$ cat src/rtl/sigmoid_lut_arbiter.sv
`default_nettype none
// ============================================================================
// Module   : sigmoid_lut_arbiter
// Purpose  : Shares one registered sigmoid lookup ROM between N_REQ neuron
//            activation units. Round-robin arbitration with valid/ready
//            handshakes, at most one lookup issued per cycle. Each result
//            comes back on a shared response bus, tagged with the ID of the
//            requester that issued it.
// Ports    : clk, rst_n            - clock, asynchronous active-low reset
//            enable                - 0 stops new grants (in-flight lookups finish)
//            req_valid/req_addr    - per-requester request and packed address
//            req_ready             - one-hot grant
//            rom_addr / rom_data   - registered ROM address, ROM read data
//            rsp_valid/rsp_id/rsp_data - tagged single-cycle response
//            busy                  - any lookup in flight
// Revision : 1.0 - initial release
// ============================================================================
module sigmoid_lut_arbiter #(
    parameter int N_REQ      = 4,
    parameter int ADDR_WIDTH = 10,
    parameter int DATA_WIDTH = 16,
    parameter int ROM_LAT    = 1,
    parameter int ID_WIDTH   = $clog2(N_REQ)
) (
    input  logic                        clk,
    input  logic                        rst_n,
    input  logic                        enable,
    input  logic [N_REQ-1:0]            req_valid,
    input  logic [N_REQ*ADDR_WIDTH-1:0] req_addr,
    output logic [N_REQ-1:0]            req_ready,
    output logic [ADDR_WIDTH-1:0]       rom_addr,
    input  logic [DATA_WIDTH-1:0]       rom_data,
    output logic                        rsp_valid,
    output logic [ID_WIDTH-1:0]         rsp_id,
    output logic [DATA_WIDTH-1:0]       rsp_data,
    output logic                        busy
);

    // Pointer resets to the last requester so requester 0 wins first.
    localparam logic [ID_WIDTH-1:0] C_PTR_RST = ID_WIDTH'(N_REQ - 1);

    logic [ID_WIDTH-1:0]              r_ptr;
    logic [N_REQ-1:0]                 w_grant;
    logic [ID_WIDTH-1:0]              w_grant_id;
    logic [ID_WIDTH-1:0]              w_idx;
    logic                             w_found;
    logic                             w_hs;
    logic [ADDR_WIDTH-1:0]            w_addr [N_REQ];

    // Tag pipeline: stage 0 is loaded on the grant edge, stage ROM_LAT
    // lines up with the cycle in which rom_data holds the matching result.
    logic [ROM_LAT:0]                 r_tag_v;
    logic [ROM_LAT:0][ID_WIDTH-1:0]   r_tag_id;

    genvar gi;
    generate
        for (gi = 0; gi < N_REQ; gi++) begin : g_addr_unpack
            assign w_addr[gi] = req_addr[gi*ADDR_WIDTH +: ADDR_WIDTH];
        end
    endgenerate

    // Round-robin search starting just after the last granted requester.
    always_comb begin
        w_grant    = '0;
        w_grant_id = '0;
        w_idx      = '0;
        w_found    = 1'b0;
        for (int off = 1; off <= N_REQ; off++) begin
            w_idx = ID_WIDTH'((int'(r_ptr) + off) % N_REQ);
            if (!w_found && req_valid[w_idx]) begin
                w_found        = 1'b1;
                w_grant[w_idx] = 1'b1;
                w_grant_id     = w_idx;
            end
        end
        // Reset is asynchronous, so ready must be masked combinationally too.
        if (!enable || !rst_n) begin
            w_grant    = '0;
            w_grant_id = '0;
        end
    end

    // req_ready is only ever set on a valid requester, so any grant is a handshake.
    assign req_ready = w_grant;
    assign w_hs      = |w_grant;
    assign busy      = |r_tag_v;

    always_ff @(posedge clk or negedge rst_n) begin
        if (!rst_n) begin
            rom_addr <= '0;
            r_ptr    <= C_PTR_RST;
            r_tag_v  <= '0;
            r_tag_id <= '0;
        end else begin
            r_tag_v[0] <= w_hs;
            if (w_hs) begin
                rom_addr    <= w_addr[w_grant_id];
                r_ptr       <= w_grant_id;
                r_tag_id[0] <= w_grant_id;
            end
            for (int s = 1; s <= ROM_LAT; s++) begin
                r_tag_v[s]  <= r_tag_v[s-1];
                r_tag_id[s] <= r_tag_id[s-1];
            end
        end
    end

    // Response capture; id/data hold their last value between strobes.
    always_ff @(posedge clk or negedge rst_n) begin
        if (!rst_n) begin
            rsp_valid <= 1'b0;
            rsp_id    <= '0;
            rsp_data  <= '0;
        end else begin
            rsp_valid <= r_tag_v[ROM_LAT];
            if (r_tag_v[ROM_LAT]) begin
                rsp_id   <= r_tag_id[ROM_LAT];
                rsp_data <= rom_data;
            end
        end
    end

endmodule
`default_nettype wire

$ cat config.mk
export PLATFORM = sky130hd
export DESIGN_NAME = sigmoid_lut_arbiter
export DESIGN_NICKNAME = d
export VERILOG_FILES = /design/src/rtl/sigmoid_lut_arbiter.sv
export SDC_FILE = /design/constraint.sdc
export NUM_CORES = 1
export LEC_CHECK = 0
export ABC_CLOCK_PERIOD_IN_PS = 5250
export CAP_MARGIN = 10
export CELL_PAD_IN_SITES_DETAIL_PLACEMENT = 2
export CELL_PAD_IN_SITES_GLOBAL_PLACEMENT = 2
export CORE_MARGIN = 4
export CORE_UTILIZATION = 28
export CTS_BUF_LIST = sky130_fd_sc_hd__clkbuf_16
export CTS_CLUSTER_DIAMETER = 120
export DETAILED_ROUTE_END_ITERATION = 6
export GPL_TIMING_DRIVEN = 0
export PLACE_DENSITY_LB_ADDON = 0.1
export RECOVER_POWER = 100
export SYNTH_ARGS = -nofsm -noshare
export SYNTH_HDL_FRONTEND = slang
export SYNTH_SLANG_ARGS = --single-unit
$ cat constraint.sdc
create_clock -name clk -period 5.25 [get_ports clk]
set_clock_uncertainty 0.15 [all_clocks]
set_input_delay 1.575 -clock clk [delete_from_list [all_inputs] [get_ports clk]]
set_output_delay 1.575 -clock clk [all_outputs]
set_load 0.02 [all_outputs]
==> impl_metrics.tcl <==
set metrics [dict create \
    arrival_ns 3.43 \
    final_layout_size_suffix_gt1_share_pct 17.29 \
    slowest_delay_ns 0.49 \
    synth_area_leaders "dfrtp_1 (41%), mux2i_1 (15%), mux2_2 (13%)" \
    placed_cell_area_um2 3259 \
    via_per_inst 4.704 \
    crit_required_ns 3.53 \
    syn-mean-instance-area_um2 13.58 \
    synth_edf_count 0 \
    ys_ff_latch 37 \
    ant_nets 0 \
    r2r_cells 10 \
    p_total_uw 1894 \
    core-area_um2 7370 \
    synth_top_cell_by_area "dfrtp_1" \
    synth_common_cells "dfrtp_1 (35), mux2i_1 (33), mux2_2 (24)" \
    fp.dieH_um 95.82 \
    grt_usage_pct 14.67 \
    status "finished with violations" \
    antenna_found_initial 0 \
    numCtsBuffers 5 \
    grt_pass1_wl_um 10160 \
    rsz0062_at_grt "false" \
    synth_top_area_share_pct 40.56 \
    dr_total_vias 1717 \
    design_area_um2 3383 \
    ir_drop_mv 0.2610 \
    gp_congestion 0.8185 \
    drt_iter0_markers 24 \
    hold_path_end "r_tag_v[1]$_DFF_PN0_" \
    synth_area_um2 2160 \
    r2r-end "r_tag_id[0]$_DFFE_PN0P_" \
    holdCritPathClass "reg -> reg" \
    worstPathMaxFanout 6 \
    rows 31 \
    holdCritStartpoint "r_tag_v[0]$_DFF_PN0_" \
    power_density_nw_per_um2 559.9 \
    clk_pin_slew_worst_paths_ns 0.06 \
    io_buffer_count 96 \
    routed_wl_um 6302 \
    diodes 0 \
    fillers 774 \
    firstDrtPassIters 3 \
    yosysMostFrequentCell "dfrtp_1" \
    whs_path_depth 0 \
    insertion_delay_ns 0.28 \
    ff2ff_setup_slack_ns 0.56 \
    grt_pass1_vias 1981 \
    clockRootBuffer "clkbuf_16" \
    worst_slew_pin_slew_ns 1.552 \
    final-setup-viol-count 0 \
    clockBufferDepth 2 \
    crit_type "in -> out" \
    synth-async-reset-ratio_pct 100.0 \
    p_leak_uw 0.001390 \
    slew_violations 6 \
    cts_tree "built" \
    cts_sinks 37 \
    hold_violations 0 \
    routedWlPerCell_um 17.27 \
    grt_max_degree 39 \
    holdBufCountCts 0 \
    dieArea_um2 9181 \
    htreeDepth 2 \
    slew_headroom_pct -4.414 \
    finalCriticalPeriod_ns 5.151 \
    finish.utilization_pct 45.91 \
    dp_hpwl_um 4998 \
    violations "capacitance limit, slew limit" \
    cp_common_cell "dlygate4sd2_1" \
    finalCritPeriodShare_pct 98.11 \
    post-route-drc-count 0 \
    cp-startpoint "req_valid[1]" \
    syn-num-nets 230 \
    synth_ff_type "dfrtp_1" \
    ys_seq_area_share_pct 42.99 \
    initial_utilization_pct 29.30 \
    io_pins 97 \
    synth_warnings 0 \
    start_kind "input port" \
    r2r_start "r_ptr[0]$_DFFE_PN1P_" \
    dieWidth_um 95.82 \
    final_nets 336 \
    crit_path_end_kind "primary output" \
    syn2layout_area_growth_pct 56.66 \
    netlist_instances 159 \
    whs_ns 0.2265 \
    yosys.cell_types.count 34 \
    max_clock_freq_mhz 194.1 \
    slowest_stage "mux4_2" \
    drv_cap 1 \
    worstPathCellList "dlygate4sd2_1 -> mux4_2 -> clkbuf_2 -> a221o_1 -> a32o_1 -> dlygate4sd2_1" \
    grt-ovfl-total 0 \
]
==> worst max-delay path by stage <==
stage                               to  slack, ns  depth (start not counted)
after floorplan           req_ready[1]       0.76                          3
after global placement    req_ready[1]      -1.47                          6
after detailed placement  req_ready[3]      -0.38                          6
after CTS                 req_ready[1]       0.03                          6
after global routing      req_ready[0]       0.02                          6
final                     req_ready[3]        0.1                          6
==> flip-flops by register name (all words and copies together), names as in the netlist <==
signal     flops
rsp_valid      1
rsp_id         2
rom_addr      10
r_tag_v        2
r_ptr          2
rsp_data      16
r_tag_id       4
==> report_power, final <==
group	switching (uW)	internal, uW
combinational	516	518
clock	123	225
sequential	78.3	434
==> cell families after synthesis <==
kind of cell | synth area share [%]
AND/OR/NAND/NOR | 5.157
buffers and inverters | 3.128
multiplexers | 36.15
adder cells (fa/ha/maj) | 4.635
AO/OA/AOI/OAI | 7.937
flip-flops | 42.99
==> metal layers <==
| metal | wire length, um | track usage [%] |
|---|---|---|
| met3 | 333 | 4.144 |
| met4 | 65 | 4.265 |
| met1 | 2538 | 16.33 |
| met2 | 3364 | 26.98 |
| met5 | 0 | 0 |
==> placed cells by master (no fill, tap or decap), types with 2 or more instances in the layout <==
cell type and instances:
nand2_1 2, and2_1 2, dfrtp_1 35, ha_1 8, clkbuf_16 5, clkdlybuf4s50_1 41, o21a_1 4, dlygate4sd3_1 46
inv_1 5, mux2_2 23, a32o_1 4, mux2_1 9, a221o_1 4, dlygate4sd2_1 7, nor4b_1 2, clkbuf_1 5
mux2i_1 33, dfstp_2 2, mux4_2 2, buf_2 3
==> area by class of cell <==
type | count | area [um2] | area share, %
sequential | 37 | 928.4 | 27.44
clock inverter | 3 | 46.29 | 1.368
clock buffer | 5 | 125.1 | 3.698
multi-input combinational | 109 | 1117 | 33.03
timing repair buffer | 99 | 974.7 | 28.81
inverter | 5 | 18.77 | 0.5547
buffer | 8 | 48.80 | 1.442
tap | 99 | 123.9 | 3.661
==> metrics by stage <==
| step | TNS, ns | std cells | setup WS [ns] |
|---|---|---|---|
| final | 0 | 365 | 0.09899 |
| after global routing | 0 | 365 | 0.01614 |
| after CTS | 0 | 365 | 0.03226 |
| after detailed placement | -1.424 | 355 | -0.3751 |
| after global placement | -12.83 | 354 | -1.471 |
| after floorplan | 0 | 159 | 0.7619 |
==> timing repair <==
action	4_1_cts	5_1_grt
setup endpoints to repair	4	2
pin swaps	0	0
buffers inserted	2	0
cloned	0	0
gates resized for setup	8	2
==> worst max-delay path: cells and delay by family <==
family          cells  cell delay, ns
mux                 1            0.49
buf+inv             3            0.77
compound gates      2            0.58
Note: power is estimated with default switching activity, not from simulation.
